==> src/rtl/programmable_washing_machine_pkg.sv <==
// ---------------------------------------------------------------------------
// washer_pkg
//   Shared definitions for the programmable washing machine controller:
//   the 4-bit state encoding and small classification helpers used by the
//   controller FSM to decide which timer runs in which state.
// ---------------------------------------------------------------------------
package washer_pkg;

  typedef enum logic [3:0] {
    ST_IDLE        = 4'd0,
    ST_FILL        = 4'd1,
    ST_DETERGENT   = 4'd2,
    ST_WASH        = 4'd3,
    ST_DRAIN       = 4'd4,
    ST_RINSE_FILL  = 4'd5,
    ST_RINSE       = 4'd6,
    ST_SPIN        = 4'd7,
    ST_DONE        = 4'd8,
    ST_ABORT_DRAIN = 4'd9,
    ST_ERROR       = 4'd10
  } state_t;

  // States that belong to a running program; pause and abort act only here.
  // Relies on FILL..SPIN being encoded contiguously.
  function automatic logic in_program(state_t s);
    return (s >= ST_FILL) && (s <= ST_SPIN);
  endfunction

  // States whose duration is a fixed number of clocks (step timer runs).
  function automatic logic is_timed_step(state_t s);
    return (s == ST_WASH) || (s == ST_RINSE) || (s == ST_SPIN);
  endfunction

  // States that wait on a sensor and are guarded by the watchdog.
  function automatic logic is_watched(state_t s);
    return (s == ST_FILL) || (s == ST_DETERGENT) || (s == ST_DRAIN) ||
           (s == ST_RINSE_FILL) || (s == ST_ABORT_DRAIN);
  endfunction

endpackage

==> src/rtl/programmable_washing_machine_if.sv <==
// ---------------------------------------------------------------------------
// programmable_washing_machine_if
//   Groups the washer's command inputs, sensor inputs and actuator/status
//   outputs into one bundle.
//   master : the environment (panel + sensors) - drives commands/sensors
//   slave  : the controller - drives actuators, door lock and status
// ---------------------------------------------------------------------------
interface programmable_washing_machine_if;

  // commands and sensors
  logic       start;
  logic       door_close;
  logic       pause;
  logic       abort;
  logic       filled;
  logic       detergent_added;
  logic       drained;

  // actuators and status
  logic       fill_valve_on;
  logic       detergent_valve_on;
  logic       motor_on;
  logic       drain_valve_on;
  logic       spin_motor_on;
  logic       door_lock;
  logic       done;
  logic       error;
  logic [3:0] state;
  logic [2:0] rinse_count;

  modport master (
    output start, door_close, pause, abort, filled, detergent_added, drained,
    input  fill_valve_on, detergent_valve_on, motor_on, drain_valve_on,
           spin_motor_on, door_lock, done, error, state, rinse_count
  );

  modport slave (
    input  start, door_close, pause, abort, filled, detergent_added, drained,
    output fill_valve_on, detergent_valve_on, motor_on, drain_valve_on,
           spin_motor_on, door_lock, done, error, state, rinse_count
  );

endinterface

==> src/rtl/wm_timer.sv <==
// ---------------------------------------------------------------------------
// wm_timer
//   Loadable up-counter with synchronous clear, count enable and a
//   terminal-count compare.
//   clk        : clock, rising edge
//   rst_n      : asynchronous active-low reset (count -> 0)
//   i_clr      : synchronous clear, highest priority
//   i_load     : load i_load_val
//   i_load_val : value to load
//   i_en       : count enable
//   i_term     : terminal value to compare against
//   o_tc       : high while the count equals i_term
// ---------------------------------------------------------------------------
module wm_timer #(
  parameter int W = 16
) (
  input  logic         clk,
  input  logic         rst_n,
  input  logic         i_clr,
  input  logic         i_load,
  input  logic [W-1:0] i_load_val,
  input  logic         i_en,
  input  logic [W-1:0] i_term,
  output logic         o_tc
);

  logic [W-1:0] r_count;

  always_ff @(posedge clk or negedge rst_n) begin
    if (!rst_n) begin
      r_count <= '0;
    end else if (i_clr) begin
      r_count <= '0;
    end else if (i_load) begin
      r_count <= i_load_val;
    end else if (i_en) begin
      r_count <= r_count + 1'b1;
    end
  end

  assign o_tc = (r_count == i_term);

endmodule

==> src/rtl/programmable_washing_machine.sv <==
// ---------------------------------------------------------------------------
// programmable_washing_machine
//   Washing machine program controller: fill, detergent, wash, NUM_RINSE
//   rinse passes (each with fill/rinse/drain), spin, done. Sensor-driven
//   steps are guarded by a watchdog that latches ERROR on timeout; abort
//   drains the tub and returns to IDLE; pause freezes the current step.
//   clk   : clock, rising edge
//   reset : asynchronous active-low reset
//   bus   : command/sensor inputs and actuator/status outputs (slave side)
// ---------------------------------------------------------------------------
module programmable_washing_machine
  import washer_pkg::*;
#(
  parameter int NUM_RINSE      = 2,
  parameter int WASH_CYCLES    = 64,
  parameter int RINSE_CYCLES   = 32,
  parameter int SPIN_CYCLES    = 48,
  parameter int TIMEOUT_CYCLES = 256,
  parameter int TIMER_W        = 16
) (
  input  logic                          clk,
  input  logic                          reset,
  programmable_washing_machine_if.slave bus
);

  // Timers start at 0 on state entry, so a step of N clocks ends when the
  // count shows N-1 on the step's last clock.
  localparam logic [TIMER_W-1:0] WASH_TERM    = TIMER_W'(WASH_CYCLES - 1);
  localparam logic [TIMER_W-1:0] RINSE_TERM   = TIMER_W'(RINSE_CYCLES - 1);
  localparam logic [TIMER_W-1:0] SPIN_TERM    = TIMER_W'(SPIN_CYCLES - 1);
  localparam logic [TIMER_W-1:0] TIMEOUT_TERM = TIMER_W'(TIMEOUT_CYCLES - 1);
  localparam logic [2:0]         RINSE_LAST   = 3'(NUM_RINSE);

  state_t               r_state;
  state_t               w_next_state;
  logic [2:0]           r_rinse_count;
  logic                 w_hold;
  logic                 w_state_change;
  logic                 w_step_en;
  logic                 w_wd_en;
  logic                 w_step_tc;
  logic                 w_wd_tc;
  logic [TIMER_W-1:0]   w_step_term;

  logic w_fill, w_det, w_motor, w_drain, w_spin, w_lock, w_done, w_error;

  // Pause only freezes a running program; it never holds IDLE/DONE/ABORT/ERROR.
  assign w_hold         = in_program(r_state) && bus.pause;
  // Any state change restarts both timers so every state starts from zero.
  assign w_state_change = (w_next_state != r_state);
  assign w_step_en      = is_timed_step(r_state) && !w_hold;
  assign w_wd_en        = is_watched(r_state) && !w_hold;

  always_comb begin
    case (r_state)
      ST_WASH:  w_step_term = WASH_TERM;
      ST_RINSE: w_step_term = RINSE_TERM;
      default:  w_step_term = SPIN_TERM;
    endcase
  end

  wm_timer #(.W(TIMER_W)) u_step_timer (
    .clk        (clk),
    .rst_n      (reset),
    .i_clr      (w_state_change),
    .i_load     (1'b0),
    .i_load_val ('0),
    .i_en       (w_step_en),
    .i_term     (w_step_term),
    .o_tc       (w_step_tc)
  );

  wm_timer #(.W(TIMER_W)) u_watchdog (
    .clk        (clk),
    .rst_n      (reset),
    .i_clr      (w_state_change),
    .i_load     (1'b0),
    .i_load_val ('0),
    .i_en       (w_wd_en),
    .i_term     (TIMEOUT_TERM),
    .o_tc       (w_wd_tc)
  );

  // State register
  always_ff @(posedge clk or negedge reset) begin
    if (!reset) begin
      r_state <= ST_IDLE;
    end else begin
      r_state <= w_next_state;
    end
  end

  // Next-state logic. Abort beats pause and step completion; within a
  // watched state the sensor is tested before the watchdog so a sensor
  // arriving on the timeout clock still wins.
  always_comb begin
    w_next_state = r_state;
    if (in_program(r_state) && bus.abort) begin
      w_next_state = ST_ABORT_DRAIN;
    end else if (!w_hold) begin
      case (r_state)
        ST_IDLE:
          if (bus.start && bus.door_close) w_next_state = ST_FILL;
        ST_FILL:
          if (bus.filled)       w_next_state = ST_DETERGENT;
          else if (w_wd_tc)     w_next_state = ST_ERROR;
        ST_DETERGENT:
          if (bus.detergent_added) w_next_state = ST_WASH;
          else if (w_wd_tc)        w_next_state = ST_ERROR;
        ST_WASH:
          if (w_step_tc)        w_next_state = ST_DRAIN;
        ST_DRAIN:
          if (bus.drained)      w_next_state = (r_rinse_count < RINSE_LAST) ? ST_RINSE_FILL : ST_SPIN;
          else if (w_wd_tc)     w_next_state = ST_ERROR;
        ST_RINSE_FILL:
          if (bus.filled)       w_next_state = ST_RINSE;
          else if (w_wd_tc)     w_next_state = ST_ERROR;
        ST_RINSE:
          if (w_step_tc)        w_next_state = ST_DRAIN;
        ST_SPIN:
          if (w_step_tc)        w_next_state = ST_DONE;
        ST_DONE:
          if (!bus.door_close)  w_next_state = ST_IDLE;
        ST_ABORT_DRAIN:
          if (bus.drained)      w_next_state = ST_IDLE;
          else if (w_wd_tc)     w_next_state = ST_ERROR;
        ST_ERROR:
          w_next_state = ST_ERROR;
        default:
          w_next_state = ST_IDLE;
      endcase
    end
  end

  // Completed rinse passes: bumped on RINSE exit, cleared at program start
  // and when an aborted program has drained.
  always_ff @(posedge clk or negedge reset) begin
    if (!reset) begin
      r_rinse_count <= 3'd0;
    end else if (r_state == ST_IDLE && w_next_state == ST_FILL) begin
      r_rinse_count <= 3'd0;
    end else if (r_state == ST_ABORT_DRAIN && w_next_state == ST_IDLE) begin
      r_rinse_count <= 3'd0;
    end else if (r_state == ST_RINSE && w_next_state == ST_DRAIN) begin
      r_rinse_count <= r_rinse_count + 3'd1;
    end
  end

  // Moore output decode; pause masks the actuators but leaves the lock on.
  always_comb begin
    w_fill  = 1'b0;
    w_det   = 1'b0;
    w_motor = 1'b0;
    w_drain = 1'b0;
    w_spin  = 1'b0;
    w_done  = 1'b0;
    w_error = 1'b0;
    w_lock  = (r_state != ST_IDLE) && (r_state != ST_DONE);
    case (r_state)
      ST_FILL, ST_RINSE_FILL:            w_fill  = 1'b1;
      ST_DETERGENT:                      w_det   = 1'b1;
      ST_WASH, ST_RINSE:                 w_motor = 1'b1;
      ST_DRAIN, ST_ABORT_DRAIN:          w_drain = 1'b1;
      ST_SPIN:                           w_spin  = 1'b1;
      ST_DONE:                           w_done  = 1'b1;
      ST_ERROR: begin
        w_drain = 1'b1;
        w_error = 1'b1;
      end
      default: ;
    endcase
    if (w_hold) begin
      w_fill  = 1'b0;
      w_det   = 1'b0;
      w_motor = 1'b0;
      w_drain = 1'b0;
      w_spin  = 1'b0;
    end
  end

  assign bus.fill_valve_on      = w_fill;
  assign bus.detergent_valve_on = w_det;
  assign bus.motor_on           = w_motor;
  assign bus.drain_valve_on     = w_drain;
  assign bus.spin_motor_on      = w_spin;
  assign bus.door_lock          = w_lock;
  assign bus.done               = w_done;
  assign bus.error              = w_error;
  assign bus.state              = r_state;
  assign bus.rinse_count        = r_rinse_count;

endmodule

==> src/flat_wrapper.sv <==
// flat-port wrapper written by rule: the top's interface ports become plain ports
module programmable_washing_machine_flat import washer_pkg::*;
#(
  parameter int NUM_RINSE      = 2,
  parameter int WASH_CYCLES    = 64,
  parameter int RINSE_CYCLES   = 32,
  parameter int SPIN_CYCLES    = 48,
  parameter int TIMEOUT_CYCLES = 256,
  parameter int TIMER_W        = 16
)
  (clk, reset, bus_start, bus_door_close, bus_pause, bus_abort, bus_filled, bus_detergent_added, bus_drained, bus_fill_valve_on, bus_detergent_valve_on, bus_motor_on, bus_drain_valve_on, bus_spin_motor_on, bus_door_lock, bus_done, bus_error, bus_state, bus_rinse_count);
  programmable_washing_machine_if bus_i ();
  input  logic clk;
  input  logic reset;
  input wire logic [$bits(bus_i.start)-1:0] bus_start;
  input wire logic [$bits(bus_i.door_close)-1:0] bus_door_close;
  input wire logic [$bits(bus_i.pause)-1:0] bus_pause;
  input wire logic [$bits(bus_i.abort)-1:0] bus_abort;
  input wire logic [$bits(bus_i.filled)-1:0] bus_filled;
  input wire logic [$bits(bus_i.detergent_added)-1:0] bus_detergent_added;
  input wire logic [$bits(bus_i.drained)-1:0] bus_drained;
  output wire logic [$bits(bus_i.fill_valve_on)-1:0] bus_fill_valve_on;
  output wire logic [$bits(bus_i.detergent_valve_on)-1:0] bus_detergent_valve_on;
  output wire logic [$bits(bus_i.motor_on)-1:0] bus_motor_on;
  output wire logic [$bits(bus_i.drain_valve_on)-1:0] bus_drain_valve_on;
  output wire logic [$bits(bus_i.spin_motor_on)-1:0] bus_spin_motor_on;
  output wire logic [$bits(bus_i.door_lock)-1:0] bus_door_lock;
  output wire logic [$bits(bus_i.done)-1:0] bus_done;
  output wire logic [$bits(bus_i.error)-1:0] bus_error;
  output wire logic [$bits(bus_i.state)-1:0] bus_state;
  output wire logic [$bits(bus_i.rinse_count)-1:0] bus_rinse_count;
  assign bus_i.start = bus_start;
  assign bus_i.door_close = bus_door_close;
  assign bus_i.pause = bus_pause;
  assign bus_i.abort = bus_abort;
  assign bus_i.filled = bus_filled;
  assign bus_i.detergent_added = bus_detergent_added;
  assign bus_i.drained = bus_drained;
  assign bus_fill_valve_on = bus_i.fill_valve_on;
  assign bus_detergent_valve_on = bus_i.detergent_valve_on;
  assign bus_motor_on = bus_i.motor_on;
  assign bus_drain_valve_on = bus_i.drain_valve_on;
  assign bus_spin_motor_on = bus_i.spin_motor_on;
  assign bus_door_lock = bus_i.door_lock;
  assign bus_done = bus_i.done;
  assign bus_error = bus_i.error;
  assign bus_state = bus_i.state;
  assign bus_rinse_count = bus_i.rinse_count;
  programmable_washing_machine #(.NUM_RINSE(NUM_RINSE), .WASH_CYCLES(WASH_CYCLES), .RINSE_CYCLES(RINSE_CYCLES), .SPIN_CYCLES(SPIN_CYCLES), .TIMEOUT_CYCLES(TIMEOUT_CYCLES), .TIMER_W(TIMER_W)) u_core (.clk(clk), .reset(reset), .bus(bus_i));
endmodule
==> config.mk <==
export PLATFORM = sky130hd
export DESIGN_NAME = programmable_washing_machine_flat
export DESIGN_NICKNAME = d
export VERILOG_FILES = /design/src/rtl/programmable_washing_machine_pkg.sv /design/src/rtl/programmable_washing_machine_if.sv /design/src/rtl/wm_timer.sv /design/src/rtl/programmable_washing_machine.sv /design/src/flat_wrapper.sv
export SDC_FILE = /design/constraint.sdc
export NUM_CORES = 1
export LEC_CHECK = 0
export CAP_MARGIN = 20
export CORE_ASPECT_RATIO = 1.2
export CORE_MARGIN = 10
export CORE_UTILIZATION = 40
export DETAILED_ROUTE_END_ITERATION = 8
export GPL_TIMING_DRIVEN = 0
export HOLD_SLACK_MARGIN = 0.08
export SYNTH_ARGS = -nofsm -noshare
export SYNTH_HDL_FRONTEND = slang
export SYNTH_SLANG_ARGS = --single-unit
export TNS_END_PERCENT = 10
==> constraint.sdc <==
create_clock -name clk -period 2.52 [get_ports clk]
set_input_delay 0.504 -clock clk [delete_from_list [all_inputs] [get_ports clk]]
set_output_delay 0.504 -clock clk [all_outputs]
set_load 0.01 [all_outputs]
==> impl_metrics.json, run 1 <==
{
  "cts-root-buf": "clkbuf_8",
  "clkPwrFrac_pct": 14.6,
  "synthArstFlopShare_pct": 100,
  "die_h_um": 115,
  "synthesis.area_um2": 3000,
  "grt_antenna_before_repair": 0,
  "utilization_pct": 50.6,
  "instances_no_fill": 428,
  "tritoncts": "done",
  "synth_top_area_cell": "dfrtp_1",
  "place_area_um2": 3360,
  "min-delay-start": "u_core.bus.rinse_count[0]",
  "finalSetupViolCount": 0,
  "totalNegativeSetupSlack_ns": 0,
  "period_share_pct": 96.9,
  "drv_slew": 0,
  "path_buf_inv": 2,
  "syn_nets": 313,
  "crit_arrival_ns": 2.62,
  "slowest_delay_ns": 0.60,
  "fin_skew_ns": 0.0207,
  "synth_cells": 301,
  "areaGrowthSynthToFinish_pct": 22.7,
  "rrSetupSlack_ns": 0.08,
  "swShare_pct": 49.3,
  "cp_top_family": "simple AND/OR/NAND/NOR gates",
  "pwr-share-comb_pct": 67.4,
  "placedCellCount": 415,
  "seqPwrFrac_pct": 18.1,
  "wl_met1_mm": 3.40,
  "overflow": 0,
  "grtUsageTotal_pct": 13.2,
  "antenna_cells": 0,
  "path_cells": "or4_1 -> nor4_4 -> buf_6 -> a2bb2oi_4 -> nor4_2 -> nor3_4 -> buf_6 -> nor4_2",
  "crit_fanout": 10,
  "yosys_warnings": 0,
  "wl_mm": 7.79,
  "ys_seq_area_share_pct": 32.5,
  "core_region_area_um2": 7270,
  "start_util_pct": 41.2,
  "worstHoldPathType": "reg2reg",
  "clk_path_buf_depth": 2,
  "drive_gt1_share_pct": 30.5,
  "first_pass_iters": 5,
  "synth-edff-count": 0,
  "p_int_uw": 1950,
  "clock_sinks": 39,
  "fmax_ghz": 0.409,
  "status": "finished clean",
  "std_cell_rows": 34,
  "met2WireLength_mm": 3.85,
  "cap_violations": 0,
  "die_x_um": 99.1,
  "final_nets": 349,
  "yosysMostFrequentCell": "dfrtp_1",
  "die_area_um2": 11400,
  "grt_first_pass_wirelength_mm": 12.7,
  "ys_types": 63,
  "synthFlopType": "dfrtp_1",
  "ys_top_cells_by_area": "dfrtp_1, nor4_2, xnor2_1",
  "top_layer": "met4",
  "route.vias.total": 2567,
  "netlist_top_cells_count": "dfrtp_1, nor4_2, nand2_1",
  "grt_pass1_vias": 2688,
  "power_density_nw_per_um2": 1050,
  "ir_worst_vdd_v": 0.000645,
  "dp_hpwl_mm": 5.58,
  "startpoint": "u_core.u_watchdog.r_count[11]",
  "synth-seq-cells": 39,
  "synth_top_area_share_pct": 32.5,
  "clk_pin_slew_ns": 0.09,
  "wl_met3_um": 353,
  "cp-start-kind": "register",
  "crit_type": "reg2reg",
  "synth.avg_cell_area_um2": 9.97,
  "gp_congestion": 0.892,
  "maxSlewHeadroom_pct": 74.8,
  "viasPerCell": 6.00,
  "final_area_um2": 3680,
  "drc": 0,
  "rsz0062_at_grt": "yes",
  "grt_max_degree": 31,
  "place.port_buffers": 23,
  "io_pins": 24,
  "ant_nets": 0,
  "wl_per_cell_um": 18.2,
  "clock_latency_ns": 0.30,
  "cp-end-kind": "register",
  "reg2reg_from": "u_core.u_watchdog.r_count[11]",
  "worst_pin_slew_ns": 0.376,
  "hold_viol": 0,
  "cts_buffers": 5,
  "switchingPower_uw": 1900,
  "cp_slowest_cell": "or4_1",
  "cp.required_ns": 2.69,
  "drt_iter0_drc": 133,
  "h-tree-depth": 2,
  "min_period_ns": 2.44,
  "power_leakage_uw": 0.00139
}
-- worst paths after layout --
path / to / cells after the start
worst max-delay path: u_core.u_step_timer.r_count[15] / 8
worst min-delay path: u_core.bus.rinse_count[0] / 1
worst max register to register: u_core.u_step_timer.r_count[15] / 8
worst min register to register: u_core.bus.rinse_count[0] / 1
max in group asynchronous: u_core.u_step_timer.r_count[13] / 3
min in group asynchronous: u_core.u_watchdog.r_count[5] / 2
-- timing repair --
item,in CTS,in global routing
endpoints found under the setup margin,36,38
resized for setup,23,23
gates cloned,0,0
hold buffers,1,0
pin swaps,3,4
endpoints found under the hold margin,9,0
setup buffers,1,5
-- cells by family (layout without fill, tap and decap cells) --
| family | after synthesis | after routing | share of synthesized area, % |
|---|---|---|---|
| and+or+nand+nor | 153 | 153 | 36.7 |
| AOI/OAI and AO/OA | 42 | 42 | 12.6 |
| DFF | 39 | 39 | 32.5 |
| xor gates and xnor gates | 33 | 33 | 9.63 |
| buffers and inverters | 27 | 64 | 5.96 |
| muxes | 4 | 4 | 1.33 |
| adders and majority gates | 3 | 3 | 1.25 |
-- power groups by stage --
stage | Combinational [uW] | Clock, uW | Sequential, uW
final | 2600 | 561 | 697
after global placement | 2390 | 0 | 702
after global routing | 2780 | 594 | 702
after CTS | 2490 | 571 | 693
after floorplan | 1830 | 0 | 704
after detailed placement | 2410 | 0 | 703
-- area by class of cell --
type | instances | area (um2)
clock buffers | 6 | 82.6
multi-input cells | 235 | 1960
flip-flops and latches | 39 | 977
plain buffers | 19 | 191
well taps | 90 | 113
fillers | 670 | 3590
repair buffers | 31 | 302
inverters | 6 | 22.5
clock inverters | 2 | 35.0
-- per-stage QoR --
step           worst slack, ns  hold slack (ns)  power (uW)
2_1_floorplan            0.227            0.208        2530
6_report                0.0772            0.514        3860
4_1_cts                -0.0896            0.513        3750
3_5_place_dp            -0.591            0.395        3110
3_3_place_gp            -0.576            0.493        3090
5_1_grt                -0.0323            0.524        4070
-- sequential cells by signal (all words and copies together), names as in the netlist --
signal                       count
u_core.bus.rinse_count           3
u_core.bus.state                 4
u_core.u_step_timer.r_count     16
u_core.u_watchdog.r_count       16
-- layout by cell type, fill, tap and decap left out, types with 6 or more instances in the layout --
cell / netlist / routed
and3_1: 7 / 6
buf_4: 2 / 12
buf_6: 3 / 7
clkbuf_8: 0 / 7
clkdlybuf4s50_1: 0 / 17
dfrtp_1: 39 / 38
nand2_1: 23 / 23
nand3_1: 13 / 12
nand4_1: 8 / 8
nor2_1: 18 / 17
nor3_1: 11 / 6
nor4_1: 10 / 8
nor4_2: 31 / 33
xnor2_1: 21 / 19
xor2_1: 12 / 12
-- per-layer routing --
| metal | vias up | global-route usage (%) |
|---|---|---|
| met3 | 18 | 2.76 |
| met1 | 1260 | 15.2 |
| met5 | - | 0 |
| met2 | 91 | 23.0 |
| li1 | 1198 | - |
| met4 | 0 | 5.74 |
Power figures use the tool's default switching activity.
==> run 2: changes to the inputs <==
==> constraint.sdc (replaced) <==
create_clock -name clk -period 2.1 [get_ports clk]
set_input_delay 0.42 -clock clk [delete_from_list [all_inputs] [get_ports clk]]
set_output_delay 0.42 -clock clk [all_outputs]
set_load 0.01 [all_outputs]
==> run 2 against run 1 <==
Clock power increased by 22%; wire length increased by 2.3%; fmax is 3.5% lower; the run now ends with negative setup slack left; largest power group unchanged; core utilization increased by 2.4 points; die area unchanged.
==> impl_metrics.json, run 2 (synthesis results as in run 1) <==
{
  "cap_violations": 0,
  "cp_top_family": "simple AND/OR/NAND/NOR gates",
  "path_depth": 10,
  "path_cells": "or4_4 -> nor4_4 -> buf_4 -> buf_12 -> a2bb2oi_4 -> o211a_1 -> nor3_4 -> buf_6 -> buf_6 -> nor4_2",
  "cts_buffers": 5,
  "period_share_pct": 120,
  "fin_skew_ns": 0.0112,
  "setup_slack_ns": -0.430,
  "hold_viol": 0,
  "crit_end": "u_core.u_watchdog.r_count[9]",
  "drv_slew": 0,
  "reg2reg_depth": 10,
  "startpoint": "u_core.u_watchdog.r_count[8]",
  "drc": 0,
  "cts-root-buf": "clkbuf_8",
  "ir_worst_vdd_v": 0.000716,
  "grt_max_degree": 40,
  "dp_hpwl_mm": 5.29,
  "maxSlewHeadroom_pct": 39.9,
  "cp-start-kind": "register",
  "failed_checks": "negative setup slack",
  "multi_input_area_um2": 1970,
  "preCtsSetupSlack_ns": -0.935,
  "wl_per_cell_um": 18.0,
  "crit_fanout": 4,
  "ff_latch_area_um2": 976,
  "layout_commonest_cell": "dfrtp_1",
  "die_area_um2": 11400,
  "viasPerCell": 5.82,
  "slowest_delay_ns": 0.55,
  "std_cell_rows": 34,
  "start_util_pct": 41.2,
  "rr_endpoint": "u_core.u_watchdog.r_count[9]",
  "power_leakage_uw": 0.00145,
  "worst_pin_slew_ns": 0.901,
  "worstHoldPathType": "in2async",
  "cp_slowest_cell": "or4_4",
  "reg2reg_from": "u_core.u_watchdog.r_count[8]",
  "rrSetupSlack_ns": -0.43,
  "grt_first_pass_wirelength_mm": 13.5,
  "min_period_ns": 2.53,
  "ant_nets": 0,
  "cp-end-kind": "register",
  "wl_mm": 7.97,
  "overflow": 0,
  "gp_congestion": 0.896,
  "drive_gt1_share_pct": 34.7,
  "antenna_cells": 0,
  "crit_arrival_ns": 2.74,
  "tritoncts": "done",
  "layout_common_cells": "dfrtp_1, nor4_2, nand2_1",
  "clock_latency_ns": 0.30,
  "grt_pass1_vias": 2602,
  "clock_sinks": 39,
  "cp_common_cell": "buf_6",
  "fillers": 665,
  "grtUsageTotal_pct": 14.1,
  "status": "finished, violations left",
  "path_buf_inv": 4,
  "die_x_um": 99.1,
  "power.total_uw": 5210,
  "fmax_ghz": 0.395,
  "h-tree-depth": 2,
  "power_density_nw_per_um2": 1350,
  "grt_antenna_before_repair": 0,
  "core_region_area_um2": 7270,
  "crit_type": "reg2reg",
  "clk_path_buf_depth": 2,
  "clk_pin_slew_ns": 0.09,
  "ctsHoldBuffers": 0,
  "final_nets": 365,
  "first_pass_iters": 4,
  "route.vias.total": 2584,
  "finalSetupViolCount": 36,
  "drt_iter0_drc": 132,
  "cp.required_ns": 2.31,
  "areaGrowthSynthToFinish_pct": 28.5,
  "rsz0062_at_grt": "yes",
  "place.port_buffers": 23,
  "io_pins": 24,
  "die_h_um": 115
}
[run 2: changes by cell type in the layout (fill, tap and decap cells not counted), sizes merged]
| cell | delta |
|---|---|
| buf | +16 |
| dlygate4sd3 | -1 |
| dlymetal6s2s | -2 |
| clkinv | -1 |
| bufbuf | +1 |
| inv | +1 |
| dlygate4sd2 | +4 |
| clkdlybuf4s50 | -4 |
| clkbuf | +2 |
[run 2: through the flow]
step	utilization, %	hold WS (ns)	instance area [um2]	cells	TNS, ns
4_1_cts	52.5	0.265	3820	442	-12.38
3_5_place_dp	46.5	0.513	3380	414	-29.68
6_report	53.0	0.235	3860	444	-13.63
5_1_grt	53.0	0.312	3860	444	-16.96
3_3_place_gp	46.6	0.497	3390	414	-44.97
2_1_floorplan	-	0.124	3040	301	-4.26
[run 2: power by group]
group          total, uW  switching, uW  internal, uW
clock                685            294           391
combinational       3700           2080          1620
sequential           828           38.6           790
total               5210           2410          2800
[run 2: how the worst min path moves through the flow]
stage,start,end,cells past startpoint
finish,reset,u_core.u_watchdog.r_count[5],1
global route,reset,u_core.u_watchdog.r_count[15],1
CTS,reset,u_core.u_watchdog.r_count[5],1
detailed placement,u_core.bus.rinse_count[0],u_core.bus.rinse_count[0],1
global placement,u_core.bus.rinse_count[0],u_core.bus.rinse_count[0],1
floorplan,reset,u_core.bus.rinse_count[0],0
[run 2: what timing repair did]
item,4_1_cts,5_1_grt
buffers inserted,17,2
pin swaps,8,1
cloned,3,0
gates resized for setup,54,8
setup endpoints to repair,47,44
[run 2: final cells by class]
class / instances / area share [%]
multi-input combinational: 235 / 51.0
sequential: 39 / 25.3
timing repair buffer: 45 / 11.1
buffer: 21 / 5.97
tap: 90 / 2.92
clock buffer: 6 / 2.14
clock inverter: 2 / 1.01
inverter: 6 / 0.584
[run 2: per-layer routing]
layer	wire (um)	track usage, %	vias to the layer above
met1	3560	18.6	1267
met3	313	2.46	13
met2	3970	22.8	67
met4	126	4.69	0
li1	-	-	1237
met5	0	0	-
==> run 3: changes to the inputs <==
--- a/config.mk
+++ b/config.mk
@@ -12,6 +12,7 @@
 export DETAILED_ROUTE_END_ITERATION = 8
 export GPL_TIMING_DRIVEN = 0
 export HOLD_SLACK_MARGIN = 0.08
+export SETUP_SLACK_MARGIN = 0.02
 export SYNTH_ARGS = -nofsm -noshare
 export SYNTH_HDL_FRONTEND = slang
 export SYNTH_SLANG_ARGS = --single-unit
==> run 3 against run 2 <==
Power up 1.7%; largest power group unchanged; critical path type unchanged; hold slack improved by 0.0077 ns; die area unchanged; the run still ends with negative setup slack left.
==> impl_metrics.json, run 3 (synthesis results as in run 1) <==
{
  "status": "finished, violations left",
  "failed_checks": "negative setup slack",
  "viasPerCell": 5.80,
  "die_area_um2": 11400,
  "crit_type": "reg2reg",
  "layout_commonest_cell": "dfrtp_1",
  "clk_path_buf_depth": 2,
  "cts-root-buf": "clkbuf_8",
  "worst_pin_slew_ns": 0.912,
  "cp_top_family": "simple AND/OR/NAND/NOR gates",
  "die_h_um": 115,
  "std_cell_rows": 34,
  "clk_pin_slew_ns": 0.09,
  "io_pins": 24,
  "pwr-share-comb_pct": 71.5,
  "switchingPower_uw": 2440,
  "maxSlewHeadroom_pct": 39.2,
  "cap_violations": 0,
  "final_nets": 367,
  "period_share_pct": 121,
  "ir_worst_vdd_v": 0.000694,
  "fin_skew_ns": 0.0114,
  "wl_mm": 8.13,
  "tritoncts": "done",
  "grtUsageTotal_pct": 14.3,
  "crit_arrival_ns": 2.75,
  "path_cells": "or4_4 -> nor4_4 -> buf_4 -> buf_12 -> a2bb2oi_4 -> o211a_1 -> nor3_4 -> buf_6 -> buf_6 -> nor4_2",
  "fillers": 661,
  "drc": 0,
  "place.port_buffers": 23,
  "h-tree-depth": 2,
  "finalSetupViolCount": 37,
  "ctsHoldBuffers": 0,
  "die_x_um": 99.1,
  "power_density_nw_per_um2": 1360,
  "path_depth": 10,
  "worstHoldPathType": "in2async",
  "drv_slew": 0,
  "crit_end": "u_core.u_watchdog.r_count[9]",
  "wl_per_cell_um": 18.2,
  "drive_gt1_share_pct": 35.4,
  "hold_viol": 0,
  "clock_latency_ns": 0.30,
  "overflow": 0,
  "path_buf_inv": 4,
  "cts_buffers": 5,
  "reg2reg_depth": 10,
  "grt_first_pass_wirelength_mm": 13.7,
  "ant_nets": 0,
  "utilization_pct": 53.7,
  "layout_common_cells": "dfrtp_1, nor4_2, nand2_1",
  "reg2reg_from": "u_core.u_watchdog.r_count[8]",
  "grt_pass1_vias": 2648,
  "fmax_ghz": 0.395,
  "areaGrowthSynthToFinish_pct": 30.3,
  "preCtsSetupSlack_ns": -0.935,
  "core_region_area_um2": 7270,
  "clock_sinks": 39,
  "setup_slack_ns": -0.433,
  "grt_antenna_before_repair": 0,
  "rr_endpoint": "u_core.u_watchdog.r_count[9]",
  "rsz0062_at_grt": "yes",
  "cp.required_ns": 2.31,
  "cp_slowest_cell": "or4_4",
  "grt_max_degree": 40,
  "power_leakage_uw": 0.00151,
  "dp_hpwl_mm": 5.29,
  "min_period_ns": 2.53,
  "startpoint": "u_core.u_watchdog.r_count[8]",
  "cp-end-kind": "register",
  "first_pass_iters": 4,
  "antenna_cells": 0,
  "seqPwrFrac_pct": 15.6,
  "swShare_pct": 46.0,
  "start_util_pct": 41.2,
  "route.vias.total": 2586,
  "crit_fanout": 4,
  "cp_common_cell": "buf_6",
  "gp_congestion": 0.896,
  "rrSetupSlack_ns": -0.43,
  "p_int_uw": 2860,
  "slowest_delay_ns": 0.55,
  "drt_iter0_drc": 147,
  "clkPwrFrac_pct": 12.9,
  "cp-start-kind": "register"
}
==> run 3: cell types whose count changed in the layout (fill, tap and decap cells not counted), sizes merged <==
cell | before | now
dlymetal6s2s | 0 | 3
dlygate4sd2 | 6 | 3
clkdlybuf4s50 | 13 | 14
clkinvlp | 0 | 1
buf | 41 | 42
inv | 7 | 6
==> run 3: worst min path at each step <==
stage | startpoint | to | slack [ns]
3_3_place_gp | u_core.bus.rinse_count[0] | u_core.bus.rinse_count[0] | 0.50
2_1_floorplan | reset | u_core.bus.rinse_count[0] | 0.12
4_1_cts | reset | u_core.u_watchdog.r_count[5] | 0.27
6_report | reset | u_core.u_watchdog.r_count[5] | 0.24
3_5_place_dp | u_core.bus.rinse_count[0] | u_core.bus.rinse_count[0] | 0.51
5_1_grt | reset | u_core.u_watchdog.r_count[15] | 0.31
==> run 3: timing repair <==
action	CTS	global route
endpoints found under the setup margin	47	47
gates cloned	3	0
setup buffers	19	2
hold endpoints to repair	0	0
gates resized for setup	45	18
pin swaps	8	3
==> run 3: area by class of cell <==
class,instances,area (um2),share of cell area (%)
plain buffers,21,234,5.98
clock buffers,6,82.6,2.11
clock inverters,2,38.8,0.992
inverters,6,26.3,0.672
multi-input cells,235,1980,50.7
flip-flops and latches,39,976,25.0
well taps,90,113,2.88
repair buffers,47,459,11.7
==> run 3: stage by stage <==
step	instance area [um2]	power, uW	std cells	TNS (ns)	hold slack (ns)
6_report	3910	5300	446	-13.83	0.242
5_1_grt	3910	5620	446	-17.12	0.312
4_1_cts	3840	5150	444	-13.19	0.265
3_5_place_dp	3380	3740	414	-29.68	0.513
3_3_place_gp	3390	3760	414	-44.97	0.497
2_1_floorplan	3040	3080	301	-4.26	0.124
==> run 3: routing by layer <==
metal / track usage, % / routed length (um) / part of all wire (%) / vias to the layer above
li1: - / - / - / 1239
met1: 18.5 / 3590 / 44 / 1277
met2: 23.4 / 4150 / 51 / 62
met3: 2.52 / 303 / 3.7 / 8
met4: 4.78 / 89 / 1.1 / 0
met5: 0 / 0 / 0 / -
==> run 3: power groups by stage <==
stage	Clock, uW	Combinational [uW]	Sequential, uW
after CTS	699	3620	828
after floorplan	0	2240	845
after global placement	0	2920	840
after global routing	730	4050	836
final	682	3790	829
after detailed placement	0	2900	840
